## src/rtl/conv1d_pkg.sv

```systemverilog
// Shared constants and state encoding for the 3-tap 1D convolution frame sequencer.
package conv1d_pkg;

  localparam int unsigned SAMPLE_W     = 8;
  localparam int unsigned ACC_W        = 16;
  localparam int unsigned PRE_PAD      = 1;
  localparam int unsigned POST_PUSH    = 2;
  localparam int unsigned FILL_DISCARD = 3;

  typedef enum logic [2:0] {
    IDLE,
    HEAD,
    STREAM,
    TAIL,
    DRAIN,
    DONE
  } state_e;

endpackage

```

## src/rtl/conv1d_out_fifo.sv

```systemverilog
// Small synchronous result FIFO with occupancy count.
// The head entry is read combinationally from storage.
module conv1d_out_fifo #(
  parameter int unsigned DEPTH = 2,
  parameter int unsigned W     = 16,
  localparam int unsigned PTR_W = (DEPTH > 1) ? $clog2(DEPTH) : 1,
  localparam int unsigned CNT_W = $clog2(DEPTH + 1)
) (
  input  logic             clk,
  input  logic             reset,
  input  logic             wr_en_i,
  input  logic [W-1:0]     wr_data_i,
  input  logic             rd_en_i,
  output logic [W-1:0]     rd_data_o,
  output logic             empty_o,
  output logic [CNT_W-1:0] count_o
);

  logic [W-1:0]     mem_q [DEPTH];
  logic [PTR_W-1:0] wr_ptr_q, rd_ptr_q;
  logic [CNT_W-1:0] count_q;
  logic             wr_ok, rd_ok;

  function automatic logic [PTR_W-1:0] ptr_inc(input logic [PTR_W-1:0] p);
    return (p == PTR_W'(DEPTH - 1)) ? '0 : p + PTR_W'(1);
  endfunction

  assign rd_ok     = rd_en_i && (count_q != '0);
  assign wr_ok     = wr_en_i && ((count_q != CNT_W'(DEPTH)) || rd_ok);
  assign rd_data_o = mem_q[rd_ptr_q];
  assign empty_o   = (count_q == '0);
  assign count_o   = count_q;

  always_ff @(posedge clk or posedge reset) begin
    if (reset) begin
      for (int i = 0; i < int'(DEPTH); i++) mem_q[i] <= '0;
      wr_ptr_q <= '0;
      rd_ptr_q <= '0;
      count_q  <= '0;
    end else begin
      if (wr_ok) begin
        mem_q[wr_ptr_q] <= wr_data_i;
        wr_ptr_q        <= ptr_inc(wr_ptr_q);
      end
      if (rd_ok) rd_ptr_q <= ptr_inc(rd_ptr_q);
      case ({wr_ok, rd_ok})
        2'b10:   count_q <= count_q + CNT_W'(1);
        2'b01:   count_q <= count_q - CNT_W'(1);
        default: count_q <= count_q;
      endcase
    end
  end

endmodule

```

## src/rtl/conv1d_seq_ctrl.sv

```systemverilog
// Frame sequencer: pads a frame of N samples into the 3-tap engine (1 zero ahead, 2 behind),
// drops the pipeline-fill results and returns N results on a valid/ready stream.
module conv1d_seq_ctrl #(
  parameter int unsigned LEN_W     = 12,
  parameter int unsigned SAMPLE_W  = conv1d_pkg::SAMPLE_W,
  parameter int unsigned ACC_W     = conv1d_pkg::ACC_W,
  parameter int unsigned OUT_DEPTH = 2
) (
  input  logic                clk,
  input  logic                reset,
  input  logic                start,
  input  logic [LEN_W-1:0]    frame_len,
  output logic                busy,
  output logic                done,
  input  logic [SAMPLE_W-1:0] s_data,
  input  logic                s_valid,
  output logic                s_ready,
  output logic [SAMPLE_W-1:0] eng_data_in,
  output logic                eng_data_valid,
  input  logic [ACC_W-1:0]    eng_data_out,
  input  logic                eng_out_valid,
  output logic [ACC_W-1:0]    m_data,
  output logic                m_valid,
  input  logic                m_ready,
  output logic                m_last
);

  import conv1d_pkg::*;

  localparam int unsigned K_W   = LEN_W + 2;
  localparam int unsigned CNT_W = $clog2(OUT_DEPTH + 1);
  localparam int unsigned OCC_W = CNT_W + 2;

  state_e              state_q, state_d;
  logic [LEN_W-1:0]    n_q, n_d;
  logic [K_W-1:0]      k_q, k_d;
  logic [LEN_W-1:0]    r_q, r_d;
  logic                busy_q, busy_d;
  logic                done_q, done_d;
  logic                eng_valid_q;
  logic [SAMPLE_W-1:0] eng_data_q;
  logic                tag_q, pipe_q;

  logic                push;
  logic [SAMPLE_W-1:0] push_data;
  logic                keep_next, credit_ok, push_ok, pop;
  logic [OCC_W-1:0]    occ;

  logic                fifo_wr, fifo_empty;
  logic [CNT_W-1:0]    fifo_count;
  logic [ACC_W-1:0]    fifo_head;

  conv1d_out_fifo #(
    .DEPTH (OUT_DEPTH),
    .W     (ACC_W)
  ) u_fifo (
    .clk       (clk),
    .reset     (reset),
    .wr_en_i   (fifo_wr),
    .wr_data_i (eng_data_out),
    .rd_en_i   (pop),
    .rd_data_o (fifo_head),
    .empty_o   (fifo_empty),
    .count_o   (fifo_count)
  );

  // pipe_q tracks the keep tag one cycle behind the push, in step with eng_out_valid
  assign fifo_wr = eng_out_valid && pipe_q;
  assign m_valid = !fifo_empty;
  assign pop     = m_valid && m_ready;
  assign m_data  = m_valid ? fifo_head : '0;
  assign m_last  = m_valid && (r_q == n_q - LEN_W'(1));

  // Kept results not yet popped must fit the FIFO, counting one already leaving this cycle
  assign occ       = OCC_W'(fifo_count) + OCC_W'(tag_q) + OCC_W'(pipe_q);
  assign credit_ok = occ < (OCC_W'(OUT_DEPTH) + OCC_W'(pop));
  assign keep_next = k_q >= K_W'(FILL_DISCARD);
  assign push_ok   = !keep_next || credit_ok;

  assign busy           = busy_q;
  assign done           = done_q;
  assign eng_data_valid = eng_valid_q;
  assign eng_data_in    = eng_data_q;

  always_comb begin
    state_d   = state_q;
    n_d       = n_q;
    k_d       = k_q;
    r_d       = r_q;
    push      = 1'b0;
    push_data = '0;
    s_ready   = 1'b0;

    if (pop) r_d = r_q + LEN_W'(1);

    case (state_q)
      IDLE: begin
        if (start) begin
          if (frame_len != '0) begin
            n_d     = frame_len;
            k_d     = '0;
            r_d     = '0;
            state_d = HEAD;
          end else begin
            state_d = DONE;
          end
        end
      end
      HEAD: begin
        push    = 1'b1;
        k_d     = k_q + K_W'(1);
        state_d = STREAM;
      end
      STREAM: begin
        s_ready = push_ok;
        if (s_valid && push_ok) begin
          push      = 1'b1;
          push_data = s_data;
          k_d       = k_q + K_W'(1);
          if (k_q == K_W'(n_q) + K_W'(PRE_PAD) - K_W'(1)) state_d = TAIL;
        end
      end
      TAIL: begin
        if (push_ok) begin
          push = 1'b1;
          k_d  = k_q + K_W'(1);
          if (k_q == K_W'(n_q) + K_W'(POST_PUSH)) state_d = DRAIN;
        end
      end
      DRAIN: begin
        if (!eng_valid_q && !pipe_q && fifo_empty) state_d = DONE;
      end
      DONE: begin
        state_d = IDLE;
      end
      default: begin
        state_d = IDLE;
      end
    endcase

    busy_d = (state_d == HEAD) || (state_d == STREAM) || (state_d == TAIL) || (state_d == DRAIN);
    done_d = (state_d == DONE);
  end

  always_ff @(posedge clk or posedge reset) begin
    if (reset) begin
      state_q     <= IDLE;
      n_q         <= '0;
      k_q         <= '0;
      r_q         <= '0;
      busy_q      <= 1'b0;
      done_q      <= 1'b0;
      eng_valid_q <= 1'b0;
      eng_data_q  <= '0;
      tag_q       <= 1'b0;
      pipe_q      <= 1'b0;
    end else begin
      state_q     <= state_d;
      n_q         <= n_d;
      k_q         <= k_d;
      r_q         <= r_d;
      busy_q      <= busy_d;
      done_q      <= done_d;
      eng_valid_q <= push;
      eng_data_q  <= push_data;
      tag_q       <= push && keep_next;
      pipe_q      <= tag_q;
    end
  end

endmodule

```

## config.mk

```make
export PLATFORM = sky130hd
export DESIGN_NAME = conv1d_seq_ctrl
export DESIGN_NICKNAME = d
export VERILOG_FILES = /design/src/rtl/conv1d_pkg.sv /design/src/rtl/conv1d_out_fifo.sv /design/src/rtl/conv1d_seq_ctrl.sv
export SDC_FILE = /design/constraint.sdc
export NUM_CORES = 1
export LEC_CHECK = 0
export ABC_AREA = 1
export CAP_MARGIN = 20
export CORE_MARGIN = 2
export CORE_UTILIZATION = 51
export DETAILED_ROUTE_END_ITERATION = 6
export PLACE_DENSITY = 0.82
export SLEW_MARGIN = 10
export SYNTH_ARGS = -nofsm -noshare
export SYNTH_HDL_FRONTEND = slang
export SYNTH_HIERARCHICAL = 1
export SYNTH_SLANG_ARGS = --single-unit
```

## constraint.sdc

```tcl
create_clock -name clk -period 2.2 [get_ports clk]
set_clock_uncertainty 0.15 [all_clocks]
set_input_delay 0.44 -clock clk [delete_from_list [all_inputs] [get_ports clk]]
set_output_delay 0.44 -clock clk [all_outputs]
set_load 0.02 [all_outputs]
```

==> flow_summary.ini <==
[status]
outcome = complete, but fails checks
violations = setup timing

[clock_tree]
cts_max_path_buffers = 2
htreeDepth = 3
cts_buffers = 9
clk-insertion-delay-late_ns = 0.38
clkSinkCount = 90
cts_tree = yes
cts_hold_buf = 0
cts_root_buffer = clkbuf_8
clk_pin_slew_worst_paths_ns = 0.10

[sta]
slew_violations = 0
fmax_mhz = 361.4
tightest_slew_ns = 0.5117
fin_crit_sh_pct = 125.8
setup_violations = 19
setup_slack_ns = -0.5666
rsz0062_at_grt = true
relSlewSlack_pct = 65.44
hold_viol_final = 0
post-route-min-period_ns = 2.767

[placed_design]
io_buffers = 71
gp_congestion = 0.9281
postPlaceCellArea_mm2 = 0.007249
dp_hpwl_mm = 11.07

[critical_path]
cp_max_fo = 3
start_kind = flip-flop
crit_arrival_ns = 2.18
crit_family = simple AND/OR/NAND/NOR gates
worst-path-stages = 11
reg2reg_depth = 13
path_buf_inv = 4
path_class = flip-flop to primary output
cpMaxStageDelayCell = dfrtp_1
endpoint_kind = primary output
slowest_delay_ns = 0.40
crit_chain = inv_2 -> ha_4 -> inv_2 -> nor2_4 -> nand3_4 -> nor2_4 -> buf_6 -> xor2_1 -> nand4_1 -> nor3_4 -> buf_6
cp.required_ns = 1.61

[die]
dieArea_mm2 = 0.01186
rows = 38
start_util_pct = 51.98
die_w_um = 108.9
io_pins = 72
die-height_um = 108.9
coreArea_mm2 = 0.01079

[power_and_ir_drop]
power_uw = 10870
p_leak_uw = 0.004031
power_density_mw_per_mm2 = 1356
peakVddDrop_uv = 590.8

[layout]
fin_nets = 1018
layout-drive-gt1-share_pct = 27.03
fillers = 699
design_area_mm2 = 0.008016
final_core_util_pct = 74.28
synthToLayoutAreaGrowth_pct = 42.89
multi_input_area_mm2 = 0.003217
antenna_cells = 0
ff_latch_area_mm2 = 0.002253

[synth]
syn_area_mm2 = 0.005610
seq_area_frac_synth_pct = 40.14
yosys.area.top_type = dfrtp_1
yosysMostFrequentCell = nand2_1
yosys_most_used_dff = dfrtp_1
synth_cells = 786
synthArstFlopShare_pct = 100.0
synthTopCellsByCount = 261 x nand2_1, 93 x inv_1, 90 x dfrtp_1, 86 x nor2_1, 44 x nand4_1
yosys_warnings = 6
synth_edf_count = 0
ys_seq_elements = 90
yosysTopAreaCellShare_pct = 40.14
synthTopCellsByArea = dfrtp_1 40%, nand2_1 17%, inv_1 6.2%, nor2_1 5.8%, nand4_1 4.9%
avgSynthCellArea_um2 = 7.138
synth_nets = 836
synth_cell_types = 40

[drt]
ant_nets = 0
drt_iter0_markers = 683
dr.pass1.iters = 5
wl_per_cell_um = 16.03
viasPerCell = 5.562
drc_errors = 0
wirelength_mm = 17.84
vias = 6191

[grt]
grt.overflow.total = 0
antenna_found_initial = 0
grt_pass1_wl_mm = 27.32
grt_util_all_layers_pct = 29.50
grt_pass1_vias = 5818
grt_max_degree = 37

[min_path]
hold_path.class = input pin to asynchronous set/reset pin

[job]
cap_violations = 0
registers in the layout (all words and copies together), names as in the netlist:
name	cells
u_fifo/mem_q	32
k_q	14
n_q	12
r_q	12
eng_data_in	8
state_q	3
u_fifo/count_o	2
busy	1
done	1
eng_data_valid	1
pipe_q	1
tag_q	1
u_fifo/rd_ptr_q	1
u_fifo/wr_ptr_q	1
stage by stage:
| step | instances | setup TNS [ns] | hold slack, ns | setup WS (ns) |
|---|---|---|---|---|
| 2_1_floorplan | 786 | -0.1023 | 0.2416 | -0.1023 |
| 3_3_place_gp | 1076 | -13.08 | 0.2440 | -0.5728 |
| 3_5_place_dp | 1076 | -15.27 | 0.2695 | -0.6918 |
| 4_1_cts | 1109 | -3.864 | 0.1880 | -0.5189 |
| 5_1_grt | 1113 | -3.685 | 0.2028 | -0.6719 |
| 6_report | 1113 | -1.551 | 0.1867 | -0.5666 |
cell type report:
class | instances | share of cell area, %
repair buffers | 197 | 22.05
well taps | 140 | 2.185
inverters | 103 | 4.916
multi-input cells | 567 | 40.13
clock buffers | 9 | 1.545
clock inverters | 7 | 1.061
flip-flops and latches | 90 | 28.11
worst register-to-register path: cells and delay by family (launching register included):
family | cells | cell delay [ns]
flip-flops | 1 | 0.42
buffers and inverters | 2 | 0.18
AO/OA/AOI/OAI | 1 | 0.18
AND/OR/NAND/NOR | 8 | 0.64
adder cells (fa/ha/maj) | 2 | 0.63
where the power goes:
group	total (µW)	internal (µW)	switching (µW)
sequential	2600	2230	371
combinational	7050	2890	4160
clock	1210	547	667
routing by layer:
metal | wire [µm] | GRT usage, % | vias to the layer above | part of all wire (%)
li1 | - | - | 2850 | -
met1 | 7155 | 38.60 | 2895 | 40
met2 | 8344 | 47.65 | 367 | 47
met3 | 1596 | 5.858 | 79 | 8.9
met4 | 743 | 12.55 | 0 | 4.2
met5 | 0 | 0 | - | 0
logic make-up after synthesis:
group,Yosys count,share of synthesized area (%)
and+or+nand+nor,468,36.80
buffers and inverters,134,10.12
DFF,90,40.14
AOI/OAI and AO/OA,47,4.929
xor gates and xnor gates,39,6.088
adders and majority gates,8,1.918
worst paths after layout:
check	startpoint	endpoint	slack [ns]
min in group clk	u_fifo/mem_q[30]$_DFFE_PP0P_	u_fifo/mem_q[30]$_DFFE_PP0P_	0.33
worst max-delay path	n_q[1]$_DFFE_PP0P_	m_last	-0.57
worst max register to register	tag_q$_DFF_PP0_	busy$_DFF_PP0_	-0.10
max in group asynchronous	reset	u_fifo/count_o[1]$_DFFE_PP0P_	1.19
worst min-delay path	reset	eng_data_in[2]$_DFF_PP0_	0.19
worst min register to register	u_fifo/mem_q[30]$_DFFE_PP0P_	u_fifo/mem_q[30]$_DFFE_PP0P_	0.33
what timing repair did:
| action | 4_1_cts | 5_1_grt |
|---|---|---|
| cloned | 4 | 3 |
| pin swaps | 21 | 35 |
| setup endpoints to repair | 43 | 96 |
| setup buffers | 14 | 7 |
| endpoints found under the hold margin | 0 | 0 |
| resized for setup | 138 | 77 |
layout by cell type (no fill, tap or decap), types with 2 or more instances in the layout:
cell             count
clkbuf_8             9
o21ai_0             15
inv_8                2
clkdlybuf4s50_1     52
nor3_4               2
nand4_1             44
xnor2_1             12
nand3_2             12
dfrtp_1             89
nor3_2               3
nor2_1              70
nor2_4              20
xor2_1              27
nand3_4              7
inv_1               83
buf_4              108
buf_2                8
buf_12               6
inv_2               16
inv_4                3
clkinvlp_4           2
o21ai_2              2
ha_4                 4
a21oi_4              2
ha_1                 3
buf_6               21
nand2_2             13
nor2_2               6
nor4_1               4
nor3_1               9
a21oi_1              4
o21ai_1             14
nand2_1            250
nand3_1             28
a21oi_2              2
Note: power is estimated with default switching activity, not from simulation.
